==> src/rtl/clk_div_gen.sv <==
// Programmable clock divider: square or single-pulse output with a glitch-free
// divisor reload that waits for the end of the current period.
module clk_div_gen #(
   parameter int WIDTH       = 8,
   parameter int DEFAULT_DIV = 2
) (
   input  logic             clk,
   input  logic             rst,
   input  logic             en,
   input  logic             mode,
   input  logic [WIDTH-1:0] div_in,
   input  logic             div_load,
   output logic             clk_out,
   output logic             tick,
   output logic             fall,
   output logic [WIDTH-1:0] div_cur,
   output logic             busy
);

   localparam logic [WIDTH-1:0] DEF_DIV = WIDTH'(DEFAULT_DIV);

   logic [WIDTH-1:0] p;
   logic [WIDTH-1:0] pend;
   logic [WIDTH:0]   half;
   logic             at_wrap;
   logic             load_ok;
   logic             dec_clk;
   logic             dec_tick;
   logic             dec_fall;

   // Load handshake: div_load is a one-cycle request with no back-pressure.
   // A nonzero div_in is latched into pend and busy stays high until the
   // value is applied; a later request simply replaces the pending value.
   assign load_ok = div_load && (div_in != '0);
   assign at_wrap = (p == div_cur - WIDTH'(1));

   always_comb begin
      half     = ({1'b0, div_cur} + (WIDTH+1)'(1)) >> 1;
      dec_tick = (p == '0);
      dec_clk  = 1'b0;
      dec_fall = 1'b0;
      if (mode) begin
         dec_clk = (p == '0);
      end else begin
         dec_clk  = ({1'b0, p} < half);
         dec_fall = ({1'b0, p} == half) && (div_cur >= WIDTH'(2));
      end
   end

   always_ff @(posedge clk) begin
      if (rst) begin
         p       <= '0;
         pend    <= '0;
         div_cur <= DEF_DIV;
         busy    <= 1'b0;
         clk_out <= 1'b0;
         tick    <= 1'b0;
         fall    <= 1'b0;
      end else begin
         if (en) begin
            clk_out <= dec_clk;
            tick    <= dec_tick;
            fall    <= dec_fall;
            if (at_wrap) begin
               p <= '0;
               // The new divisor only ever starts a fresh period.
               if (busy) begin
                  div_cur <= pend;
                  busy    <= 1'b0;
               end
            end else begin
               p <= p + WIDTH'(1);
            end
         end else begin
            tick <= 1'b0;
            fall <= 1'b0;
            // No period is running while stalled, so apply at once and rephase.
            if (busy) begin
               div_cur <= pend;
               p       <= '0;
               busy    <= 1'b0;
            end
         end
         // A request on the apply edge stays pending for the following wrap.
         if (load_ok) begin
            pend <= div_in;
            busy <= 1'b1;
         end
      end
   end

endmodule

==> config.mk <==
export PLATFORM = sky130hd
export DESIGN_NAME = clk_div_gen
export DESIGN_NICKNAME = d
export VERILOG_FILES = /design/src/rtl/clk_div_gen.sv
export SDC_FILE = /design/constraint.sdc
export NUM_CORES = 1
export LEC_CHECK = 0
export ABC_CLOCK_PERIOD_IN_PS = 2800
export CAP_MARGIN = 20
export CELL_PAD_IN_SITES_DETAIL_PLACEMENT = 0
export CELL_PAD_IN_SITES_GLOBAL_PLACEMENT = 1
export CORE_UTILIZATION = 41
export CTS_CLUSTER_SIZE = 25
export DETAILED_ROUTE_END_ITERATION = 7
export PLACE_DENSITY_LB_ADDON = 0.3
export SLEW_MARGIN = 20
export SYNTH_ARGS = -nofsm -noshare
export SYNTH_HDL_FRONTEND = slang
export SYNTH_SLANG_ARGS = --single-unit
export TNS_END_PERCENT = 1
==> constraint.sdc <==
create_clock -name clk -period 2.8 [get_ports clk]
set_clock_uncertainty 0.15 [all_clocks]
set_input_delay 0.56 -clock clk [delete_from_list [all_inputs] [get_ports clk]]
set_output_delay 0.56 -clock clk [all_outputs]
set_load 0.01 [all_outputs]
==> results of run 1 <==
## state kept, by name (all words and copies together), names as in the netlist
| signal | count |
|---|---|
| clk_out | 1 |
| tick | 1 |
| p | 8 |
| busy | 1 |
| pend | 8 |
| fall | 1 |
| div_cur | 8 |
## final timing paths
path | startpoint | to | slack [ns]
max | div_cur[0] | div_cur[0] | 0.22
max reg2reg | div_cur[0] | div_cur[0] | 0.22
min reg2reg | pend[4] | pend[4] | 0.31
min | pend[4] | pend[4] | 0.31
## through the flow
stage / total power, mW / instance area (um^2) / instances / setup WS [ns] / hold slack [ns]
6_report: 0.8289 / 2095 / 273 / 0.2236 / 0.3100
2_1_floorplan: 0.5596 / 1769 / 201 / 0.2735 / 0.2807
3_3_place_gp: 0.6151 / 2053 / 270 / 0.3217 / 0.2998
5_1_grt: 0.8698 / 2095 / 273 / 0.04221 / 0.3396
3_5_place_dp: 0.6207 / 2053 / 270 / 0.2263 / 0.2970
4_1_cts: 0.8369 / 2095 / 273 / 0.2070 / 0.3108
## cell type report
class / count / share of cell area (%)
multi-input combinational: 156 / 53.76
timing repair buffer: 29 / 13.26
clock buffer: 3 / 1.971
sequential: 28 / 26.76
inverter: 7 / 1.254
tap: 50 / 2.987
## Yosys cell counts (2+ instances only)
master | count | area share, %
o21ai_1 | 2 | 0.57
dfxtp_1 | 28 | 32
nor3_1 | 4 | 1.1
nor2b_1 | 3 | 1.1
buf_6 | 2 | 1.3
nand4_1 | 6 | 2.1
inv_1 | 6 | 1.3
mux2i_1 | 9 | 5.1
and3_1 | 4 | 1.4
xor2_1 | 10 | 5.0
nand2_1 | 31 | 6.6
nor4_4 | 2 | 2.4
nor2_1 | 17 | 3.6
nor4_1 | 2 | 0.71
o21a_1 | 2 | 0.85
and3_2 | 2 | 0.85
xnor2_1 | 10 | 5.0
clkbuf_1 | 7 | 1.5
ha_1 | 13 | 9.2
or4_1 | 2 | 0.85
a21oi_1 | 10 | 2.8
nand3_1 | 7 | 2.0
a22oi_1 | 3 | 1.3
## cells by family after synthesis
family / count (synthesis)
DFF: 28
xor gates and xnor gates: 21
AOI/OAI and AO/OA: 27
muxes: 9
and+or+nand+nor: 86
adders and majority gates: 13
buffers and inverters: 17
## power by group through the flow
stage / Clock, mW / Sequential, mW / Combinational (mW)
after floorplan: 0 / 0.438 / 0.122
after global placement: 0 / 0.441 / 0.174
after detailed placement: 0 / 0.441 / 0.180
after CTS: 0.225 / 0.432 / 0.180
after global routing: 0.236 / 0.435 / 0.199
final: 0.218 / 0.432 / 0.179
## metal layers
metal	routed length (um)	GRT usage [%]	part of all wire, %
met3	255	2.703	6.3
met2	1804	30.45	45
met4	89	8.777	2.2
met5	0	0	0
met1	1884	28.35	47
## cells in the final DEF, fill, tap and decap left out, drive strengths merged, types with 6 or more instances in the layout
cell type	instances
a21oi	11
and3	6
clkdlybuf4s50	24
dfxtp	28
ha	13
inv	6
mux2i	9
nand2	31
nand3	7
nand4	6
nor2	17
xnor2	11
xor2	10
## critical path: cells and delay by family, from the launching register on
family                     cells  cell delay [ns]
and+or+nand+nor                3             1.01
AOI/OAI and AO/OA              2             0.40
buffers and inverters          1             0.06
DFF                            1             0.35
muxes                          1             0.27
adders and majority gates      1             0.26
==> impl_results.md, run 1 <==
* Outcome: completed
* First-pass DRT Iterations at 4
* Total CTS buffers at 3
* Synth Instances at 201
* Finish-stage setup viols at 0
* Util after Layout at 51.62%
* Number of buffers added on ports at 24
* Post-DP HPWL at between 3000 and 4000 um
* Clock sink count at 28
* Total wire length at a little over 4000 um
* Largest net degree at the start of global routing at 18
* Tightest Pin Transition at 0.5704 ns
* GRT Residual Overflow at 0
* Largest family of logic cells by synthesized area: simple AND/OR/NAND/NOR gates
* Sequential area share after synthesis at 31.68%
* Startpoint types: flop
* Fmax achieved at roughly 0.39 GHz
* Clock slew at reported path FFs at 0.09 ns
* Max-slew headroom at 61.72%
* Clock network power share at 26.3%
* Multi-input logic area at approximately 1100 um^2
* CP max FO at 8
* Hold path depth at 2
* Layout cell share with drive strength beyond 1 at 8.520%
* Htree depth at 1
* Compound-Gate Fraction of Synth Area at 12.02%
* Synth Warn # at 0
* Netlist cell types at 42
* Ys async rst share at 0%
* Placer Congestion at roughly 0.83
* Seq pwr share at 52.1%
* Maximum VDD drop at 0.0002205 V
* Simple-Gate Fraction of Synth Area at 25.88%
* Initial antenna violation count at 0
* Fill cell count at 372
* Routed length per instance at 14.77 um
* Syn_nets at 227
* Routed vias at roughly 1500
* Vias in the first global route at around 1400
* Starting density of the core at 43.60%
* Final net count at 251
* Max-cap violations at 0
* Post-Synth XOR/XNOR Area at a little under an eighth
* Rows at 23
* First-pass GRT wire length at 6865 um
* Residual DRC at 0
* Clock Path Buffers at 2
* Setup tns final at 0 ns
* Initial drt markers at approximately 80
* Final Cycle Share at 92.02%
* Cell-internal power at 0.6010 mW
* Fin. max-slew vios at 0
* Slowest cell delay on critical path at ~0.46 ns
* Slowest cell on crit path: nor2b_2
* Switching power at 0.2279 mW
* Cts hold-fix bufs at 0
* Area Overhead vs Synth at 18.39%
* RSZ-0062 raised after global routing: no
* IO Count at 25
* FF+latch count, synth at 28
* Worst setup EP type: flop
* Worst EP arrival at about 2.6 ns
* CTS tree: built
* Core area at 4058 um^2
* R2R depth at 8
* Die Wd at between 60 and 70 um
* Comb pwr share at 21.6%
* Pleak at a little under 0.8 nW
* Die area at 4582 um^2
* Total GRT Usage at 20.19%
* N_diodes at 0
* Final Hold Fails at 0
* Syn Area/Cell at 8.802 um^2
* Top_reg_cell synth: dfxtp_1
* CP Cell Sequence: inv_1, ha_1, nor2b_1, or3_1, a31oi_4, a41oi_4, nor2b_2, mux2i_1
* Postcts setup bufs at 0
* Clock Latency Late Sink at 0.27 ns
* Worst hold path class: reg2reg
* Pwr dens at 395.7 nW/um^2
* DRT antenna net count at 0
* Crit Path Category: reg2reg
* EDFF count, synth at 0
* Register area at 560.5 um^2
* Post-synthesis mux area share at 5.092%
* Post-synthesis cell area at 1769 um^2
* Final min period at 2.576 ns
* Die extent in y at 67.69 um
* Vias/cell at 5.542
* Sw Ratio at 27.50%
* # resized after CTS at 0
* Synth Area in Adders at 9.194%
* Req. time, crit path at 2.85 ns
* Root buf cell: clkbuf_8
Note: power is estimated with default switching activity, not from simulation.
==> run 2: changes to the inputs <==
CORE_UTILIZATION = 25   (was 41)
==> run 2 against run 1 <==
Sequential cell count stayed put. Wire length up 0.99%. Worst setup slack gained 0.082 ns. Utilization fell by 20 points. Fmax is 3.3% higher. Power up 13%. Via count fell by 4.6%. Non-clock buffer count is 1 higher. Die area increased by 62%. Final cell count is 18% higher. Combinational power barely moved. Critical path depth is 1 higher. Largest power group unchanged.
==> impl_results.md, run 2 (synthesis results as in run 1) <==
* Worst hold path class: reg2reg (unchanged)
* Total GRT Usage at 11.73% (was 20.19%)
* Die Wd at 86.13 um (was 67.69 um)
* Rows at 30 (was 23)
* GRT Residual Overflow at 0 (unchanged)
* Placer Congestion at 0.7976 (was 0.8254)
* Final Cycle Share at 89.10% (was 92.02%)
* Postcts setup bufs at 0 (unchanged)
* Setup tns final at 0 ns (unchanged)
* Initial antenna violation count at 0 (unchanged)
* Vias in the first global route at 1335 (was 1409)
* Layout cell share with drive strength beyond 1 at 9.333% (was 8.520%)
* RSZ-0062 raised after global routing: no (unchanged)
* First-pass GRT wire length at 6775 um (was 6865 um)
* Vias/cell at 4.498 (was 5.542)
* Fin cells at 321 (was 273)
* Total wire length at 4073 um (was 4033 um)
* Routed vias at 1444 (was 1513)
* Fin. max-slew vios at 0 (unchanged)
* Crit Path Category: reg2reg (unchanged)
* Power Total at 0.9328 mW (was 0.8289 mW)
* IO Count at 25 (unchanged)
* Post-DP HPWL at 3159 um (was 3149 um)
* Initial drt markers at 71 (was 78)
* Max-slew headroom at 67.13% (was 61.72%)
* Clock Latency Late Sink at 0.28 ns (was 0.27 ns)
* Root buf cell: clkbuf_8 (unchanged)
* Area Overhead vs Synth at 23.76% (was 18.39%)
* Top flop regs: div_cur: 8 flops, p: 8 flops, pend: 8 flops (unchanged)
* Final net count at 252 (was 251)
* Placed instance area at 2118 um^2 (was 2053 um^2)
* Htree depth at 1 (unchanged)
* Routed length per instance at 12.69 um (was 14.77 um)
* CP max FO at 13 (was 8)
* N_diodes at 0 (unchanged)
* Number of buffers added on ports at 24 (unchanged)
* Pwr dens at 426.0 nW/um^2 (was 395.7 nW/um^2)
* Worst setup EP type: flop (unchanged)
* Residual DRC at 0 (unchanged)
* # resized after CTS at 0 (unchanged)
* Most common cell after layout, fill and taps aside: nand2_1 (unchanged)
* Finish-stage setup viols at 0 (unchanged)
* Largest net degree at the start of global routing at 17 (was 18)
* Starting density of the core at 25.90% (was 43.60%)
* Clock sink count at 28 (unchanged)
* Final Hold Fails at 0 (unchanged)
* Die area at 7418 um^2 (was 4582 um^2)
* Pleak at 0.7952 nW (was 0.7765 nW)
* Tightest Pin Transition at 0.4869 ns (was 0.5704 ns)
* Worst EP arrival at 2.56 ns (was 2.62 ns)
* First-pass DRT Iterations at 4 (unchanged)
* Final hold slack at 0.3105 ns (was 0.3100 ns)
* Cts hold-fix bufs at 0 (unchanged)
* Fmax achieved at 0.4008 GHz (was 0.3881 GHz)
* DRT antenna net count at 0 (unchanged)
* Core area at 6832 um^2 (was 4058 um^2)
* Clock slew at reported path FFs at 0.10 ns (was 0.09 ns)
* Max-cap violations at 0 (unchanged)
* Final min period at 2.495 ns (was 2.576 ns)
* Req. time, crit path at 2.86 ns (was 2.85 ns)
* Outcome: completed (unchanged)
* Total CTS buffers at 3 (unchanged)
* Die extent in y at 86.13 um (was 67.69 um)
* Maximum VDD drop at 0.0001943 V (was 0.0002205 V)
* Startpoint types: flop (unchanged)
* Commonest cells after routing, fill and taps aside: 31 x nand2_1, 28 x dfxtp_1, 24 x clkdlybuf4s50_1 (unchanged)
* Fin area at 2190 um^2 (was 2095 um^2)
* CTS tree: built (unchanged)
* Post-Place Cells at 317 (was 270)
* Clock Path Buffers at 2 (unchanged)
-- run 2: changes by cell type in the layout (fill, tap and decap cells not counted), sizes merged --
cell / previous run / this run
bufinv: 0 / 1
buf: 5 / 6
-- run 2: worst max-delay path, stage by stage (launching register included) --
cell	delay, ns
dfxtp_1	0.62
and3_2	0.30
and3_1	0.18
nand3_1	0.10
xor2_1	0.16
ha_1	0.28
inv_1	0.05
nor4_1	0.31
nand4_1	0.14
a21oi_1	0.15
-- run 2: routing by layer --
layer	global-route usage (%)	wire length, um
met1	16.42	2033
met2	18.76	1876
met3	2.214	140
met4	2.273	23
met5	0	0
-- run 2: metrics by stage --
step	setup WS [ns]	util, %
after floorplan	0.2735	-
after global placement	0.3214	31.01
after detailed placement	0.3035	31.01
after CTS	0.2744	32.05
after global routing	0.1652	32.05
final	0.3052	32.05
-- run 2: final timing paths --
check             startpoint      end  slack, ns  depth (start not counted)
setup / recovery  div_cur[2]     fall       0.31                          9
hold / removal       pend[1]  pend[1]       0.31                          2
setup reg to reg  div_cur[2]     fall       0.31                          9
hold reg to reg      pend[1]  pend[1]       0.31                          2
-- run 2: cell type report --
class	instances	area [um^2]
clock buffer	3	41.29
clock inverter	1	30.03
fill	740	4642
inverter	7	26.28
multi-input combinational	156	1126
sequential	28	560.5
tap	96	120.1
timing repair buffer	30	285.3
-- run 2: power breakdown --
part / switching [mW] / total [mW] / internal (mW)
Sequential: 0.0175 / 0.432 / 0.414
Combinational: 0.0876 / 0.179 / 0.0918
Clock: 0.130 / 0.322 / 0.191
Total: 0.235 / 0.933 / 0.698
==> run 3: changes to the inputs <==
RECOVER_POWER = 50   (was default)
==> run 3 against run 2 <==
Combinational power fell by 6%. Count of clock-buffer cells in the layout did not move. Power fell by 1.3%. Global-route usage did not move. Fmax barely moved. Sequential power barely moved. Worst setup slack barely moved. Final cell count did not move. Wire length rose by 0.32%. Sequential cell count did not move. Largest power group unchanged. Highest routed layer unchanged.
==> impl_results.md, run 3 (synthesis results as in run 1) <==
* Post-DP HPWL at 3159 um (unchanged)
* Max-slew headroom at 62.05% (was 67.13%)
* Power Total at 0.9205 mW (was 0.9328 mW)
* R2R Path Start: div_cur[2] (unchanged)
* Vias/cell at 4.470 (was 4.498)
* Post-Place Cells at 317 (unchanged)
* Fin cells at 321 (unchanged)
* Routed length per instance at 12.73 um (was 12.69 um)
* Vias in the first global route at 1335 (unchanged)
* Worst Min Path Start: pend[1] (unchanged)
* Layout cell share with drive strength beyond 1 at 8.000% (was 9.333%)
* Clock Path Buffers at 2 (unchanged)
* GRT Residual Overflow at 0 (unchanged)
* CP max FO at 13 (unchanged)
* IO Count at 25 (unchanged)
* Starting density of the core at 25.90% (unchanged)
* Initial drt markers at 70 (was 71)
* Die area at 7418 um^2 (unchanged)
* Clock slew at reported path FFs at 0.10 ns (about the same)
* Worst setup EP type: flop (unchanged)
* Die extent in y at 86.13 um (unchanged)
* Most common cell after layout, fill and taps aside: nand2_1 (unchanged)
* Commonest cells after routing, fill and taps aside: 31 x nand2_1, 28 x dfxtp_1, 17 x nor2_1 (was 31 x nand2_1, 28 x dfxtp_1, 24 x clkdlybuf4s50_1)
* Finish-stage setup viols at 0 (unchanged)
* CTS tree: built (unchanged)
* WHS Endpoint: pend[1] (unchanged)
* First-pass GRT wire length at 6775 um (unchanged)
* Routed vias at 1435 (was 1444)
* Worst hold path class: reg2reg (unchanged)
* Rows at 30 (unchanged)
* Total wire length at 4086 um (was 4073 um)
* Placer Congestion at 0.7976 (unchanged)
* Setup tns final at 0 ns (unchanged)
* Outcome: completed (unchanged)
* Total GRT Usage at 11.73% (unchanged)
* N_diodes at 0 (unchanged)
* Core area at 6832 um^2 (unchanged)
* RSZ-0062 raised after global routing: no (unchanged)
* Fmax achieved at 0.4008 GHz (about the same)
* Cts hold-fix bufs at 0 (unchanged)
* Placed instance area at 2118 um^2 (unchanged)
* Root buf cell: clkbuf_8 (unchanged)
* DRT antenna net count at 0 (unchanged)
* R2r setup slk at 0.31 ns (about the same)
* Htree depth at 1 (unchanged)
* Max-cap violations at 0 (unchanged)
* Area Overhead vs Synth at 21.64% (was 23.76%)
* Reg2Reg Capture Point: fall (unchanged)
* Final Hold Fails at 0 (unchanged)
* Number of buffers added on ports at 24 (unchanged)
* Final Cycle Share at 89.10% (about the same)
* Util after Layout at 31.50% (was 32.05%)
* Largest net degree at the start of global routing at 17 (unchanged)
* Hold path depth at 2 (unchanged)
* Residual DRC at 0 (unchanged)
* Postcts setup bufs at 0 (unchanged)
* Initial antenna violation count at 0 (unchanged)
* Die Wd at 86.13 um (unchanged)
* Pwr dens at 427.7 nW/um^2 (was 426.0 nW/um^2)
* Clock Latency Late Sink at 0.28 ns (about the same)
* Pleak at 0.8059 nW (was 0.7952 nW)
* Total CTS buffers at 3 (unchanged)
* Top flop regs: div_cur: 8 flops, p: 8 flops, pend: 8 flops (unchanged)
* Final min period at 2.495 ns (about the same)
* Fin. max-slew vios at 0 (unchanged)
* First-pass DRT Iterations at 4 (unchanged)
* Tightest Pin Transition at 0.5618 ns (was 0.4869 ns)
* Fin area at 2152 um^2 (was 2190 um^2)
* Maximum VDD drop at 0.0001872 V (was 0.0001943 V)
* Crit Path Category: reg2reg (unchanged)
* Worst EP arrival at 2.56 ns (about the same)
* Req. time, crit path at 2.86 ns (about the same)
* R2R depth at 9 (unchanged)
* # resized after CTS at 0 (unchanged)
* Startpoint types: flop (unchanged)
* Clock sink count at 28 (unchanged)
* Final net count at 252 (unchanged)
[run 3: critical path, cell delays in order (launching register included)]
cell and delay, ns:
dfxtp_1 0.62, and3_2 0.30, and3_1 0.18, nand3_1 0.10, xor2_1 0.16, ha_1 0.28, inv_1 0.05, nor4_1 0.31
nand4_1 0.14, a21oi_1 0.15
[run 3: per-layer routing]
layer | vias to the layer above | GRT usage, % | routed length (um)
met4 | 0 | 2.273 | 23
met2 | 20 | 18.76 | 1883
met1 | 658 | 16.42 | 2071
li1 | 753 | - | -
met5 | - | 0 | 0
met3 | 4 | 2.214 | 108
[run 3: through the flow]
stage | worst slack [ns] | hold WS (ns)
2_1_floorplan | 0.2735 | 0.2807
3_3_place_gp | 0.3214 | 0.2950
3_5_place_dp | 0.3035 | 0.2983
4_1_cts | 0.2744 | 0.3132
5_1_grt | 0.1632 | 0.3358
6_report | 0.3052 | 0.3110
[run 3: where the power goes]
group | internal, mW | switching [mW]
clock | 0.191 | 0.130
sequential | 0.414 | 0.0174
combinational | 0.0844 | 0.0835
total | 0.690 | 0.230
[run 3: cell type report]
type | instances | area [um^2]
Sequential cell | 28 | 560.5
Clock buffer | 3 | 41.29
Timing Repair Buffer | 30 | 281.5
Multi-Input combinational cell | 156 | 1092
Clock inverter | 1 | 30.03
Inverter | 7 | 26.28
Fill cell | 745 | 4679
Tap cell | 96 | 120.1
[run 3: worst max-delay path by stage]
stage	startpoint	to	slack, ns	depth (start not counted)
finish	div_cur[2]	fall	0.31	9
detailed placement	div_cur[2]	fall	0.30	9
global route	div_cur[0]	div_cur[4]	0.16	9
global placement	div_cur[2]	fall	0.32	9
CTS	div_cur[2]	fall	0.27	9
floorplan	div_cur[0]	div_cur[0]	0.27	10
